===== src/rtl/quark_pkg.sv =====
// Shared fetch-path types and window geometry for the quark core.
package quark_pkg;

    typedef enum logic [2:0] {
        IDLE,
        FILL0,
        FILL1,
        RUN,
        HALT
    } fetch_state_e;

    localparam int WIN_NIBS  = 16;
    localparam int HALF_NIBS = 8;

endpackage


===== src/rtl/tail_length.sv =====
// Instruction size decode from the head nibble; 0 marks an illegal encoding.
module tail_length (
    input  logic [3:0] nib_i,
    output logic [2:0] len_o
);

    always_comb begin
        len_o = 3'd0;
        if (nib_i[1:0] == 2'b00 || (nib_i[3] && !nib_i[1])) len_o = 3'd1;
        else if (nib_i == 4'b0001)                           len_o = 3'd2;
        else if (nib_i == 4'b0010)                           len_o = 3'd3;
        else if (nib_i == 4'b0011)                           len_o = 3'd4;
    end

endmodule


===== src/rtl/fetch_sequencer.sv =====
// Sequences the two-word instruction window of core: fills ir0/ir1, issues one
// variable-length instruction per handshake and shifts the window past ir0.
module fetch_sequencer
    import quark_pkg::*;
#(
    parameter int AW = 30
) (
    input  logic          clk,
    input  logic          reset_n,
    input  logic          redirect,
    input  logic [AW-1:0] redirect_waddr,
    input  logic [2:0]    redirect_nib,
    output logic          mem_req,
    output logic [AW-1:0] mem_addr,
    input  logic          mem_ack,
    input  logic [31:0]   mem_rdata,
    input  logic [31:0]   ir0,
    input  logic [31:0]   ir1,
    input  logic [3:0]    pc,
    output logic [31:0]   ir0_next,
    output logic [31:0]   ir1_next,
    output logic          ir0_en,
    output logic          ir1_en,
    output logic [3:0]    pc_next,
    output logic          pc_en,
    output logic          issue_valid,
    input  logic          issue_ready,
    output logic [3:0]    issue_pc,
    output logic [2:0]    issue_len,
    output logic          issue_illegal
);

    localparam logic [4:0] HALF = 5'(HALF_NIBS);

    fetch_state_e  state_q, state_d;
    logic [AW-1:0] fa_q, fa_d;

    logic [4*WIN_NIBS-1:0] win;
    logic [3:0]            head;
    logic [2:0]            size;
    logic [4:0]            npc;
    logic                  legal;
    logic                  redir;
    logic                  hs;

    assign win   = {ir1, ir0};
    assign head  = win[{pc, 2'b00} +: 4];
    assign legal = (size != 3'd0);
    assign npc   = {1'b0, pc} + {2'b00, size};
    // A held reset must not leak redirect-driven loads to core.
    assign redir = redirect & reset_n;

    tail_length u_tail_length (
        .nib_i (head),
        .len_o (size)
    );

    always_comb begin
        state_d  = state_q;
        fa_d     = fa_q;
        mem_req  = 1'b0;
        mem_addr = '0;
        ir0_en   = 1'b0;
        ir0_next = '0;
        ir1_en   = 1'b0;
        ir1_next = '0;
        pc_en    = 1'b0;
        pc_next  = '0;

        // While ir1 is still arriving only heads wholly inside ir0 may go;
        // illegal heads are always presented so the consumer can halt on them.
        case (state_q)
            FILL1:   issue_valid = !legal || (npc < HALF);
            RUN:     issue_valid = 1'b1;
            default: issue_valid = 1'b0;
        endcase

        hs            = issue_valid & issue_ready;
        issue_pc      = issue_valid ? pc : 4'd0;
        issue_illegal = issue_valid & ~legal;
        issue_len     = !issue_valid ? 3'd0 : (legal ? size : 3'd1);

        case (state_q)
            FILL0: begin
                mem_req  = 1'b1;
                mem_addr = fa_q;
                if (mem_ack) begin
                    ir0_en   = 1'b1;
                    ir0_next = mem_rdata;
                    fa_d     = fa_q + AW'(1);
                    state_d  = FILL1;
                end
            end
            FILL1: begin
                mem_req  = 1'b1;
                mem_addr = fa_q;
                if (mem_ack) begin
                    ir1_en   = 1'b1;
                    ir1_next = mem_rdata;
                    fa_d     = fa_q + AW'(1);
                    state_d  = RUN;
                end
                if (hs) begin
                    if (!legal) begin
                        state_d = HALT;
                    end else begin
                        pc_en   = 1'b1;
                        pc_next = npc[3:0];
                    end
                end
            end
            RUN: begin
                if (hs) begin
                    if (!legal) begin
                        state_d = HALT;
                    end else if (npc < HALF) begin
                        pc_en   = 1'b1;
                        pc_next = npc[3:0];
                    end else begin
                        // npc is 8..11 here, so dropping bit 3 rebases into the new ir0
                        ir0_en   = 1'b1;
                        ir0_next = ir1;
                        pc_en    = 1'b1;
                        pc_next  = {1'b0, npc[2:0]};
                        state_d  = FILL1;
                    end
                end
            end
            default: ;
        endcase

        if (redir) begin
            ir0_en   = 1'b0;
            ir0_next = '0;
            ir1_en   = 1'b0;
            ir1_next = '0;
            pc_en    = 1'b1;
            pc_next  = {1'b0, redirect_nib};
            fa_d     = redirect_waddr;
            state_d  = FILL0;
        end
    end

    always_ff @(posedge clk or negedge reset_n) begin
        if (!reset_n) begin
            state_q <= IDLE;
            fa_q    <= '0;
        end else begin
            state_q <= state_d;
            fa_q    <= fa_d;
        end
    end

endmodule


===== config.mk =====
export PLATFORM = sky130hd
export DESIGN_NAME = fetch_sequencer
export DESIGN_NICKNAME = d
export VERILOG_FILES = /design/src/rtl/quark_pkg.sv /design/src/rtl/tail_length.sv /design/src/rtl/fetch_sequencer.sv
export SDC_FILE = /design/constraint.sdc
export NUM_CORES = 1
export LEC_CHECK = 0
export BUFFER_PORTS_ARGS = -buffer_cell sky130_fd_sc_hd__buf_4
export CAP_MARGIN = 20
export CORE_AREA = 2 2 96 98
export DETAILED_ROUTE_END_ITERATION = 8
export DIE_AREA = 0 0 98 100
export GPL_TIMING_DRIVEN = 0
export HOLD_SLACK_MARGIN = 0.06
export PLACE_DENSITY = 0.77
export SLEW_MARGIN = 30
export SYNTH_ARGS = -nofsm -noshare
export SYNTH_HDL_FRONTEND = slang
export SYNTH_SLANG_ARGS = --single-unit

===== constraint.sdc =====
create_clock -name clk -period 6.1 [get_ports clk]
set_clock_uncertainty 0.2 [all_clocks]
set_input_delay 0.61 -clock clk [delete_from_list [all_inputs] [get_ports clk]]
set_output_delay 0.61 -clock clk [all_outputs]
set_load 0.01 [all_outputs]

==> results.yml <==
yosys:
  synth_fp_nets: 544
  yosysUniqueCellTypes: 50
  syn_area_per_cell_um2: 8.75
  synthArstFlopShare: 1.00
  yosys_most_used_dff: "dfrtp_1"
  synth-warning-count: 0
  syn_inst: 401
  ys_seq_elements: 33
  syn_area_um2: 3510
  synth_edf_count: 0
  ys_seq_area_frac: 0.235
timing:
  fin_crit_ns: 4.97
  timing.final.max_slew_violations: 0
  hold_violations: 0
  relSlewSlack: 0.577
  setup-violations-final: 0
  finalSetupTns_ns: 0
  max_freq_mhz: 201
  worstMarginPinSlew_ns: 0.634
  finalCritPeriodShare: 0.814
  rsz0062_at_grt: "no"
setup_path:
  crit_start: "pc[0]"
  rrSetupSlack_ns: 3.59
  required_ns: 5.29
  reg2regPathDepth: 7
  crit_type: "in2out"
  startpoint_type: "input pin"
  cp_max_fo: 10
  cp.arrival_ns: 4.16
  r2r_end: "fa_q[22]"
  worstReg2RegStart: "state_q[1]"
  end_kind: "output pin"
clock_network:
  clk_latency_ns: 0.28
  cts-root-buf: "clkbuf_8"
  cts_made_buffers: 5
  cts_sinks: 33
  cts_setup_buffers: 0
  ctsLongestPathBuffers: 2
  holdBufCountCts: 0
  cts_tree: "done"
  ctsHtreeMaxLevel: 2
  clk_pin_slew_worst_paths_ns: 0.06
  cts-resized-gates: 0
cells_and_area:
  nNetsFinal: 797
  regArea_um2: 826
  drive_gt1_frac: 0.417
  antenna_cells: 0
  fill_cells: 788
  layout_commonest_cell: "buf_4"
  layout_common_cells: "buf_4, and2_1, nand2_1, dfrtp_1, a22o_1"
  syn_to_final_growth_pct: 58.7
  multi_input_area_um2: 2500
  final_area_um2: 5570
min_path:
  hp-class: "in2async"
power:
  ir_drop_mv: 0.124
  p_leak_nw: 2.76
  p_per_area_nw_per_um2: 258
floorplan:
  pin_count: 249
  dieArea_um2: 9800
  design.core.area_um2: 8890
  die_w_um: 98
  dieHeight_um: 100
  core.rowCount: 35
  start_util: 0.395
grt:
  antenna_found_initial: 0
  grt_pass1_wl_um: 21700
  track_usage: 0.287
  grt_pass1_vias: 4001
  grt_max_degree: 36
  gr-total-overflow: 0
place:
  hpwlAfterDp_um: 12800
  gp_congestion: 0.900
  postPlaceCellArea_um2: 5490
  numPortBuffers: 246
route:
  wirelength_um: 15000
  first_pass_iters: 5
  ant_nets: 0
  num_vias: 4182
  initialDrtViolationCount: 146
  routed_via_density: 5.47
  remaining_drc_errors: 0
  wl_per_cell_um: 19.6
job:
  maxCapViolCount: 0
outcome:
  status: "complete, no violations"
[registers in the layout, summed over array words and instances, names as in the netlist]
register	flops
state_q	3
fa_q	30
[routing by layer]
metal  routed length (um)  part of all wire  GRT usage
met5                    0                 0          0
met4                  595             0.040      0.111
met3                 1270             0.085     0.0599
met2                 7270              0.48      0.492
met1                 5860              0.39      0.358
[Yosys cell counts (2+ instances only)]
library cell  instances  area share
nor4_1                2      0.0036
a21oi_1               2      0.0029
and3_1               17       0.030
clkbuf_1             20       0.021
mux2i_1               8       0.023
and2_1               64        0.11
o211a_1               5       0.014
o21ai_0              30       0.043
mux4_2                2       0.013
nor2b_1               5      0.0089
buf_2                 3      0.0043
nand3_1              15       0.021
a22oi_1               2      0.0043
ha_1                  4       0.014
nand2_1              53       0.057
mux4_1               14        0.10
buf_4                 2      0.0043
xnor2_1              12       0.030
a22o_1               32       0.080
dfrtp_1              33        0.24
or2_2                 2      0.0036
xor2_1               21       0.052
buf_6                 5       0.016
nand4_1               5      0.0089
o21ai_1               3      0.0043
nor2_1               15       0.016
nor3_1                2      0.0029
[kinds of logic after synthesis]
family / Yosys count / share of synthesized area
adder cells (fa/ha/maj): 5 / 0.0200
XOR/XNOR: 33 / 0.0824
multiplexers: 24 / 0.141
AO/OA/AOI/OAI: 85 / 0.182
AND/OR/NAND/NOR: 188 / 0.286
buffers and inverters: 32 / 0.0528
flip-flops: 33 / 0.235
other: 1 / 0.00107
[critical path: stages]
cell and delay [ns]:
buf_4 0.09, buf_6 0.15, buf_12 0.15, mux4_1 0.56, a22oi_1 0.15, and3_1 0.22, nand2_1 0.20, a21oi_1 0.23
ha_1 0.22, fa_1 0.22, nor3b_1 0.07, and3_1 0.20, nor2_1 0.15, nand3_1 0.16, a21oi_4 0.27, buf_6 0.20
a22o_1 0.17, buf_4 0.13
[worst max path at each step]
stage	endpoint	slack, ns	cells past startpoint
floorplan	pc_next[2]	1.81	14
global placement	ir0_next[24]	1.23	17
detailed placement	ir0_next[24]	1.14	18
CTS	ir0_next[24]	1.13	18
global route	ir0_next[24]	0.97	18
finish	ir0_next[24]	1.13	18
[through the flow]
step	instances	power (mW)	hold slack (ns)	setup slack, ns	utilization
finish	764	1.44	0.0701	1.13	0.626
global route	764	1.53	0.100	0.965	0.626
CTS	764	1.44	0.0806	1.13	0.626
detailed placement	758	1.28	0.380	1.14	0.618
global placement	758	1.27	0.369	1.23	0.618
floorplan	401	0.817	0.114	1.81	-
[report_power, final]
part	switching (mW)	internal (mW)	total [mW]
clock network	0.0766	0.0750	0.152
registers	0.0473	0.262	0.310
logic	0.483	0.494	0.976
[cell type report]
class                      instances  area share
timing repair buffer             246       0.332
clock buffer                       5      0.0124
buffer                            32      0.0333
tap                              111      0.0249
multi-input combinational        336       0.448
clock inverter                     1    0.000899
sequential                        33       0.148
(Power assumes the default switching activity.)
